[src/rtl/alu_pkg.sv]
// Shared definitions for the ALU operand loader: FSM states, operand
// slot indices, header bit positions and per-mode packet word counts.
package alu_pkg;

    typedef enum logic [2:0] {
        IDLE,
        LOAD,
        COMMIT,
        START,
        WAIT
    } state_t;

    localparam int unsigned NUM_OPS       = 5;
    localparam int unsigned OP_A          = 0;
    localparam int unsigned OP_B          = 1;
    localparam int unsigned OP_C          = 2;
    localparam int unsigned OP_D          = 3;
    localparam int unsigned OP_E          = 4;

    localparam int unsigned HDR_F_ADD_BIT = 0;

    localparam int unsigned WORDS_NORMAL  = 5;
    localparam int unsigned WORDS_ADD     = 3;

    // Operand counter width; wide enough to index every slot.
    localparam int unsigned CNT_W         = 3;

    // Map the running word count to an operand slot.
    // Normal mode fills a,b,c,d,e in order; add mode fills a,c,e.
    function automatic logic [CNT_W-1:0] slot_idx(input logic f_add,
                                                  input logic [CNT_W-1:0] cnt);
        slot_idx = f_add ? {cnt[CNT_W-2:0], 1'b0} : cnt;
    endfunction

endpackage

[src/rtl/alu_loader_timeout.sv]
// Stall counter for the LOAD state. Counts cycles with incr set,
// returns to zero on clear, and flags expire combinationally on the
// cycle whose increment would bring the count to TIMEOUT_CYCLES.
module alu_loader_timeout #(
    parameter int unsigned TIMEOUT_CYCLES = 16
) (
    input  logic clk,
    input  logic rst_n,
    input  logic clear,
    input  logic incr,
    output logic expire
);

    localparam int unsigned CW = (TIMEOUT_CYCLES < 2) ? 1 : $clog2(TIMEOUT_CYCLES + 1);

    logic [CW-1:0] cnt_q, cnt_d;

    // Next count: clear has priority over increment.
    always_comb begin
        cnt_d = cnt_q;
        if (clear) begin
            cnt_d = '0;
        end else if (incr) begin
            cnt_d = cnt_q + 1'b1;
        end
    end

    assign expire = incr && !clear && (cnt_q == CW'(TIMEOUT_CYCLES - 1));

    // Stall count register.
    always_ff @(posedge clk) begin
        if (!rst_n) begin
            cnt_q <= '0;
        end else begin
            cnt_q <= cnt_d;
        end
    end

endmodule

[src/rtl/alu_operand_loader.sv]
// Operand feeder for the ALU operand register stage. Receives a header
// word then 5 (normal) or 3 (add mode) operand words, drives them with
// reg_en for one commit cycle, pulses alu_start and waits for alu_done.
// Optional LOAD stall timeout: define ALU_LOADER_TIMEOUT_EN.
module alu_operand_loader
    import alu_pkg::*;
#(
    parameter int unsigned BUS_WIDTH      = 8,
    parameter int unsigned TIMEOUT_CYCLES = 16
) (
    input  logic                                clk,
    input  logic                                rst_n,
    input  logic [BUS_WIDTH-1:0]                in_data,
    input  logic                                in_valid,
    output logic                                in_ready,
    output logic [NUM_OPS-1:0][BUS_WIDTH-1:0]   ops,
    output logic [BUS_WIDTH-1:0]                op_e,
    output logic [NUM_OPS-1:0]                  reg_en,
    output logic                                f_add,
    output logic                                alu_start,
    input  logic                                alu_done,
    output logic                                busy,
    output logic                                err
);

    state_t                               state_q, state_d;
    logic [CNT_W-1:0]                     cnt_q, cnt_d;
    logic                                 f_add_q, f_add_d;
    logic [NUM_OPS-1:0][BUS_WIDTH-1:0]    hold_q, hold_d;
    logic [NUM_OPS-2:0][BUS_WIDTH-1:0]    opsr_q, opsr_d;
    logic [BUS_WIDTH-1:0]                 op_e_q, op_e_d;
    logic [NUM_OPS-1:0]                   reg_en_q, reg_en_d;
    logic                                 alu_start_q, alu_start_d;

    logic                                 xfer;
    logic                                 last_word;
    logic                                 expire;
    logic [CNT_W-1:0]                     slot;

    assign in_ready  = (state_q == IDLE) || (state_q == LOAD);
    assign busy      = (state_q != IDLE);
    assign xfer      = in_valid && in_ready;
    assign slot      = slot_idx(f_add_q, cnt_q);
    assign last_word = (cnt_q == (f_add_q ? CNT_W'(WORDS_ADD - 1)
                                          : CNT_W'(WORDS_NORMAL - 1)));

    assign ops       = {op_e_q, opsr_q};
    assign op_e      = op_e_q;
    assign reg_en    = reg_en_q;
    assign f_add     = f_add_q;
    assign alu_start = alu_start_q;

`ifdef ALU_LOADER_TIMEOUT_EN
    logic err_q, err_d;

    alu_loader_timeout #(
        .TIMEOUT_CYCLES(TIMEOUT_CYCLES)
    ) u_timeout (
        .clk    (clk),
        .rst_n  (rst_n),
        .clear  ((state_q != LOAD) || xfer),
        .incr   ((state_q == LOAD) && !xfer),
        .expire (expire)
    );

    // Timeout pulse follows the expiring stall cycle.
    always_comb begin
        err_d = expire;
    end

    // Error pulse register.
    always_ff @(posedge clk) begin
        if (!rst_n) begin
            err_q <= 1'b0;
        end else begin
            err_q <= err_d;
        end
    end

    assign err = err_q;
`else
    assign expire = 1'b0;
    assign err    = 1'b0;
`endif

    // Next-state, operand assembly and registered output decode.
    // Words collect in hold_q; ops/op_e only change on entry to COMMIT,
    // so an aborted packet leaves the previous operands intact.
    always_comb begin
        state_d     = state_q;
        cnt_d       = cnt_q;
        f_add_d     = f_add_q;
        hold_d      = hold_q;
        opsr_d      = opsr_q;
        op_e_d      = op_e_q;
        reg_en_d    = '0;
        alu_start_d = 1'b0;

        case (state_q)
            IDLE: begin
                if (xfer) begin
                    f_add_d = in_data[HDR_F_ADD_BIT];
                    cnt_d   = '0;
                    hold_d  = '0;
                    state_d = LOAD;
                end
            end
            LOAD: begin
                if (xfer) begin
                    for (int unsigned i = 0; i < NUM_OPS; i++) begin
                        if (slot == CNT_W'(i)) begin
                            hold_d[i] = in_data;
                        end
                    end
                    cnt_d = cnt_q + 1'b1;
                    if (last_word) begin
                        state_d  = COMMIT;
                        reg_en_d = '1;
                        for (int unsigned i = 0; i < NUM_OPS - 1; i++) begin
                            opsr_d[i] = hold_d[i];
                        end
                        op_e_d = hold_d[OP_E];
                        if (f_add_q) begin
                            opsr_d[OP_B] = '0;
                            opsr_d[OP_D] = '0;
                        end
                    end
                end else if (expire) begin
                    state_d = IDLE;
                end
            end
            COMMIT: begin
                alu_start_d = 1'b1;
                state_d     = START;
            end
            START: begin
                state_d = WAIT;
            end
            WAIT: begin
                if (alu_done) begin
                    state_d = IDLE;
                end
            end
            default: begin
                state_d = IDLE;
            end
        endcase
    end

    // State and datapath registers.
    always_ff @(posedge clk) begin
        if (!rst_n) begin
            state_q     <= IDLE;
            cnt_q       <= '0;
            f_add_q     <= 1'b0;
            hold_q      <= '0;
            opsr_q      <= '0;
            op_e_q      <= '0;
            reg_en_q    <= '0;
            alu_start_q <= 1'b0;
        end else begin
            state_q     <= state_d;
            cnt_q       <= cnt_d;
            f_add_q     <= f_add_d;
            hold_q      <= hold_d;
            opsr_q      <= opsr_d;
            op_e_q      <= op_e_d;
            reg_en_q    <= reg_en_d;
            alu_start_q <= alu_start_d;
        end
    end

endmodule

[config.mk]
export PLATFORM = sky130hd
export DESIGN_NAME = alu_operand_loader
export DESIGN_NICKNAME = d
export VERILOG_FILES = /design/src/rtl/alu_pkg.sv /design/src/rtl/alu_loader_timeout.sv /design/src/rtl/alu_operand_loader.sv
export SDC_FILE = /design/constraint.sdc
export NUM_CORES = 1
export LEC_CHECK = 0
export ABC_AREA = 1
export BUFFER_PORTS_ARGS = -buffer_cell sky130_fd_sc_hd__buf_2
export CORE_ASPECT_RATIO = 0.6
export CORE_MARGIN = 8
export CORE_UTILIZATION = 50
export DETAILED_ROUTE_END_ITERATION = 12
export GPL_ROUTABILITY_DRIVEN = 0
export PLACE_DENSITY_LB_ADDON = 0.3
export SLEW_MARGIN = 20
export SYNTH_ARGS = -nofsm -noshare
export SYNTH_HDL_FRONTEND = slang
export SYNTH_SLANG_ARGS = --single-unit
export TNS_END_PERCENT = 100
[constraint.sdc]
create_clock -name clk -period 1.8 [get_ports clk]
set_input_delay 0.27 -clock clk [delete_from_list [all_inputs] [get_ports clk]]
set_output_delay 0.27 -clock clk [all_outputs]
set_load 0.02 [all_outputs]
==> run summary <==
The tools report the internal power consumption as 3.35 mW. After detailed routing, the average wire length per cell comes to 14.5 um. The first TritonRoute pass finished after 5 iterations. For the number of antenna repair diodes, the log shows 0.

Summing over every cut layer, the via total after detailed routing is 3938. In this run, distinct cell masters in the synthesized netlist total 27. The run gives 25 as the placement row count.

Yosys printed 0 warnings. The run gives 2 as the maximum count of clock buffers along a single path. After floorplanning, the core was sized to cover 0.00785 mm^2. For this block, the initial DRC count from the detailed router was 383.

The run gives 0 as the number of endpoints with negative hold slack in the final report. The flow ran to the end, and the final reports show no timing, DRC or antenna violations. In the final timing run, aggregate negative setup slack is 0 ns. The sequential-to-total area share from yosys stat is 44.3%. From synthesis to final layout, the design area changed by 17.4%. Switching share of power: 25.7%.

The path type of the worst min-delay path was input pin to register. Counting tap cells, the placed design contains a total of 725 instances. STA classifies the critical path endpoint as a register. The tools report the kind of launch point of the worst setup path as a register.

TritonCTS built the clock tree. Library cell occupying the most area in the post-synthesis netlist: sky130_fd_sc_hd__dfxtp_1. Once the floorplan was initialized, standard cells occupied 51.3% of the core. After technology mapping, the gate count stands at 577.

The largest net degree at the start of global routing was 50; the fraction of final layout cells sized beyond drive strength 1 was 17.4%. Power spread over the standard cell area amounts to 955 mW/mm^2. The root buffer cell chosen for the clock tree is sky130_fd_sc_hd__clkbuf_16.

The final HPWL from detailed placement was 7440 um. IR analysis of the VDD net gives a maximum drop of 0.516 mV. The area of the mapped netlist is 0.00402 mm^2. The number of vias per cell after detailed routing works out to 5.31. Input and output buffers added on the ports amount to 68.

The CTS H-tree depth came out at 3. The run gives 18100 um as the wire length of the first global-routing pass. The tools report the CTS buffer count as 9.

For the worst setup path, the data required time is 2.02 ns. The maximum fanout count along the critical path was 10; the global route total overflow was 0. The tools report the total global routing track utilization as 19.5%. The final worst-path cycle share was 92.9%; the async set-reset flop share out of synthesis was 0%. For this design the top-level I/O count stands at 70. The number of standard cells in the layout, taps in and fillers out was 741; the vertical die dimension was 85.5 um. The number of hold buffers added after CTS was 0.

For the clock sink total, the log shows 89. The maximum clock skew at final layout came out at 0.00651 ns. By startpoint and endpoint, the worst setup path is classified as register to register. The average footprint of a synthesized cell is 6.97 um^2.

The tools report the logic gate share of total power as 11.2%. Setup repair after global routing left no endpoint under its margin. The leading register cell type out of synthesis is sky130_fd_sc_hd__dfxtp_1. The area share of the largest cell type after synthesis was 44.3%.

The final total power came out at 4.51 mW. Counting I/O delays and the setup requirement, the final critical path takes 1.67 ns. The run gives 44.8% as the part of the total power dissipated in sequential elements.

The remaining routing DRC violations was 0; the final wirelength was 10800 um. The layout net count was 641. The count of nets left with antenna violations once routing finished came out at 0. The die covers 0.0113 mm^2. The number of antenna violations at the first check in global routing was 0.

The logs give 44.0% for the clock group share of total power and 60.2% for the core utilization of the finished layout. At the worst endpoint, the arrival time is 1.89 ns. The logs give 590 for the net count after synthesis and 0 for the max-slew violation total from the final report. For this design the static power due to leakage is 2.05 nW. The maximum clock rate was 598 MHz; the switching power was 1.16 mW. From left edge to right edge, the die measures 132 um. The via count of the first global-routing pass is 3693. For the worst-skew pair, the clock arrives at the later sink with an insertion delay of 0.35 ns.

Setup violations remaining at the end of the flow were counted as 0. Max-cap violations in this run came to 0. Yosys attributes the largest share of cell area to sky130_fd_sc_hd__dfxtp_1 (44%), sky130_fd_sc_hd__nand2_1 (16%), sky130_fd_sc_hd__nand3_1 (11%). The number of flip-flops and latches in the synthesized netlist came out at 89. Clock-pin slew was measured on the worst setup and hold paths at 0.06 ns. Number of synthesized flops with an enable pin: 0.
layout make-up:
| cell class | count | area (um^2) |
|---|---|---|
| Clock buffer | 11 | 233 |
| Inverter | 49 | 184 |
| Fill cell | 754 | 3130 |
| Sequential cell | 89 | 1780 |
| Timing Repair Buffer | 85 | 480 |
| Multi-Input combinational cell | 394 | 1830 |
| Tap cell | 108 | 135 |
| Clock inverter | 5 | 80.1 |
timing repair:
item | 4_1_cts | 5_1_grt
setup endpoints to repair | 0 | 1
buffers inserted | 0 | 0
gates resized for setup | 0 | 1
cell usage in the layout, fill, tap and decap left out, types with 10 or more instances in the layout:
master                    count
sky130_fd_sc_hd__nand3_1     89
sky130_fd_sc_hd__a21oi_1     62
sky130_fd_sc_hd__o21ai_1     20
sky130_fd_sc_hd__buf_2       68
sky130_fd_sc_hd__buf_4       16
sky130_fd_sc_hd__inv_1       46
sky130_fd_sc_hd__nor2_1      10
sky130_fd_sc_hd__nand2_1    171
sky130_fd_sc_hd__nand4_1     17
sky130_fd_sc_hd__dfxtp_1     89
cells by family (layout without fill, tap and decap cells):
family | after synthesis | after routing | share of synthesized area [%]
simple gates | 299 | 299 | 32.9
buf+inv | 94 | 150 | 10.4
compound gates | 92 | 92 | 11.8
flops | 89 | 89 | 44.3
fa+ha+maj | 1 | 1 | 0.311
other cells | 1 | 1 | 0.0932
xor+xnor | 1 | 1 | 0.218
worst max-delay path: stages, from the launching register on:
cell and delay (ns):
sky130_fd_sc_hd__dfxtp_1 0.46, sky130_fd_sc_hd__inv_2 0.11, sky130_fd_sc_hd__nand2_1 0.07, sky130_fd_sc_hd__nand2_1 0.20, sky130_fd_sc_hd__nor2_2 0.34, sky130_fd_sc_hd__nand3_1 0.18, sky130_fd_sc_hd__nand3_1 0.13, sky130_fd_sc_hd__a21oi_1 0.06
synth_stat cells (2+ instances only):
library cell               instances
sky130_fd_sc_hd__a21oi_1          62
sky130_fd_sc_hd__buf_1             3
sky130_fd_sc_hd__buf_2            10
sky130_fd_sc_hd__buf_4            14
sky130_fd_sc_hd__clkbuf_1         17
sky130_fd_sc_hd__clkinv_1          2
sky130_fd_sc_hd__dfxtp_1          89
sky130_fd_sc_hd__inv_1            46
sky130_fd_sc_hd__nand2_1         171
sky130_fd_sc_hd__nand3_1          90
sky130_fd_sc_hd__nand3_2           3
sky130_fd_sc_hd__nand3b_1          2
sky130_fd_sc_hd__nand4_1          17
sky130_fd_sc_hd__nor2_1           11
sky130_fd_sc_hd__nor2_4            2
sky130_fd_sc_hd__o21ai_0           8
sky130_fd_sc_hd__o21ai_1          20
metal layers:
layer,track usage (%),routed length (um),up-vias
met5,0,0,-
met4,5.91,120,0
met3,6.77,860,14
met2,30.6,4770,123
met1,24.8,5030,1828
li1,-,-,1973
through the flow:
step	cell area [um^2]	setup WS, ns	hold WS [ns]
2_1_floorplan	4020	0.255	0.378
3_5_place_dp	4410	0.165	0.454
6_report	4720	0.129	0.155
5_1_grt	4720	0.0202	0.152
3_3_place_gp	4410	0.254	0.451
4_1_cts	4720	0.132	0.154
flip-flops by register name, indices dropped and copies added (netlist names):
| register | cells |
|---|---|
| hold_q | 40 |
| f_add | 1 |
| alu_start | 1 |
| cnt_q | 3 |
| op_e | 8 |
| reg_en | 1 |
| state_q | 3 |
| ops | 32 |
path summary, 6_finish.rpt:
| kind | slack (ns) | endpoint | depth (start not counted) | start |
|---|---|---|---|---|
| worst min register to register | 0.46 | ops[24] | 2 | ops[24] |
| worst min-delay path | 0.16 | cnt_q[0] | 2 | in_valid |
| worst max-delay path | 0.13 | hold_q[18] | 7 | f_add |
| worst max register to register | 0.13 | hold_q[18] | 7 | f_add |
power by group through the flow:
stage,logic (mW),clock network [mW],registers [mW]
2_1_floorplan,0.333,0,2.07
3_3_place_gp,0.486,0,2.06
3_5_place_dp,0.495,0,2.06
4_1_cts,0.499,2.01,2.02
5_1_grt,0.556,2.10,2.02
6_report,0.505,1.99,2.02
(Power assumes the default switching activity.)
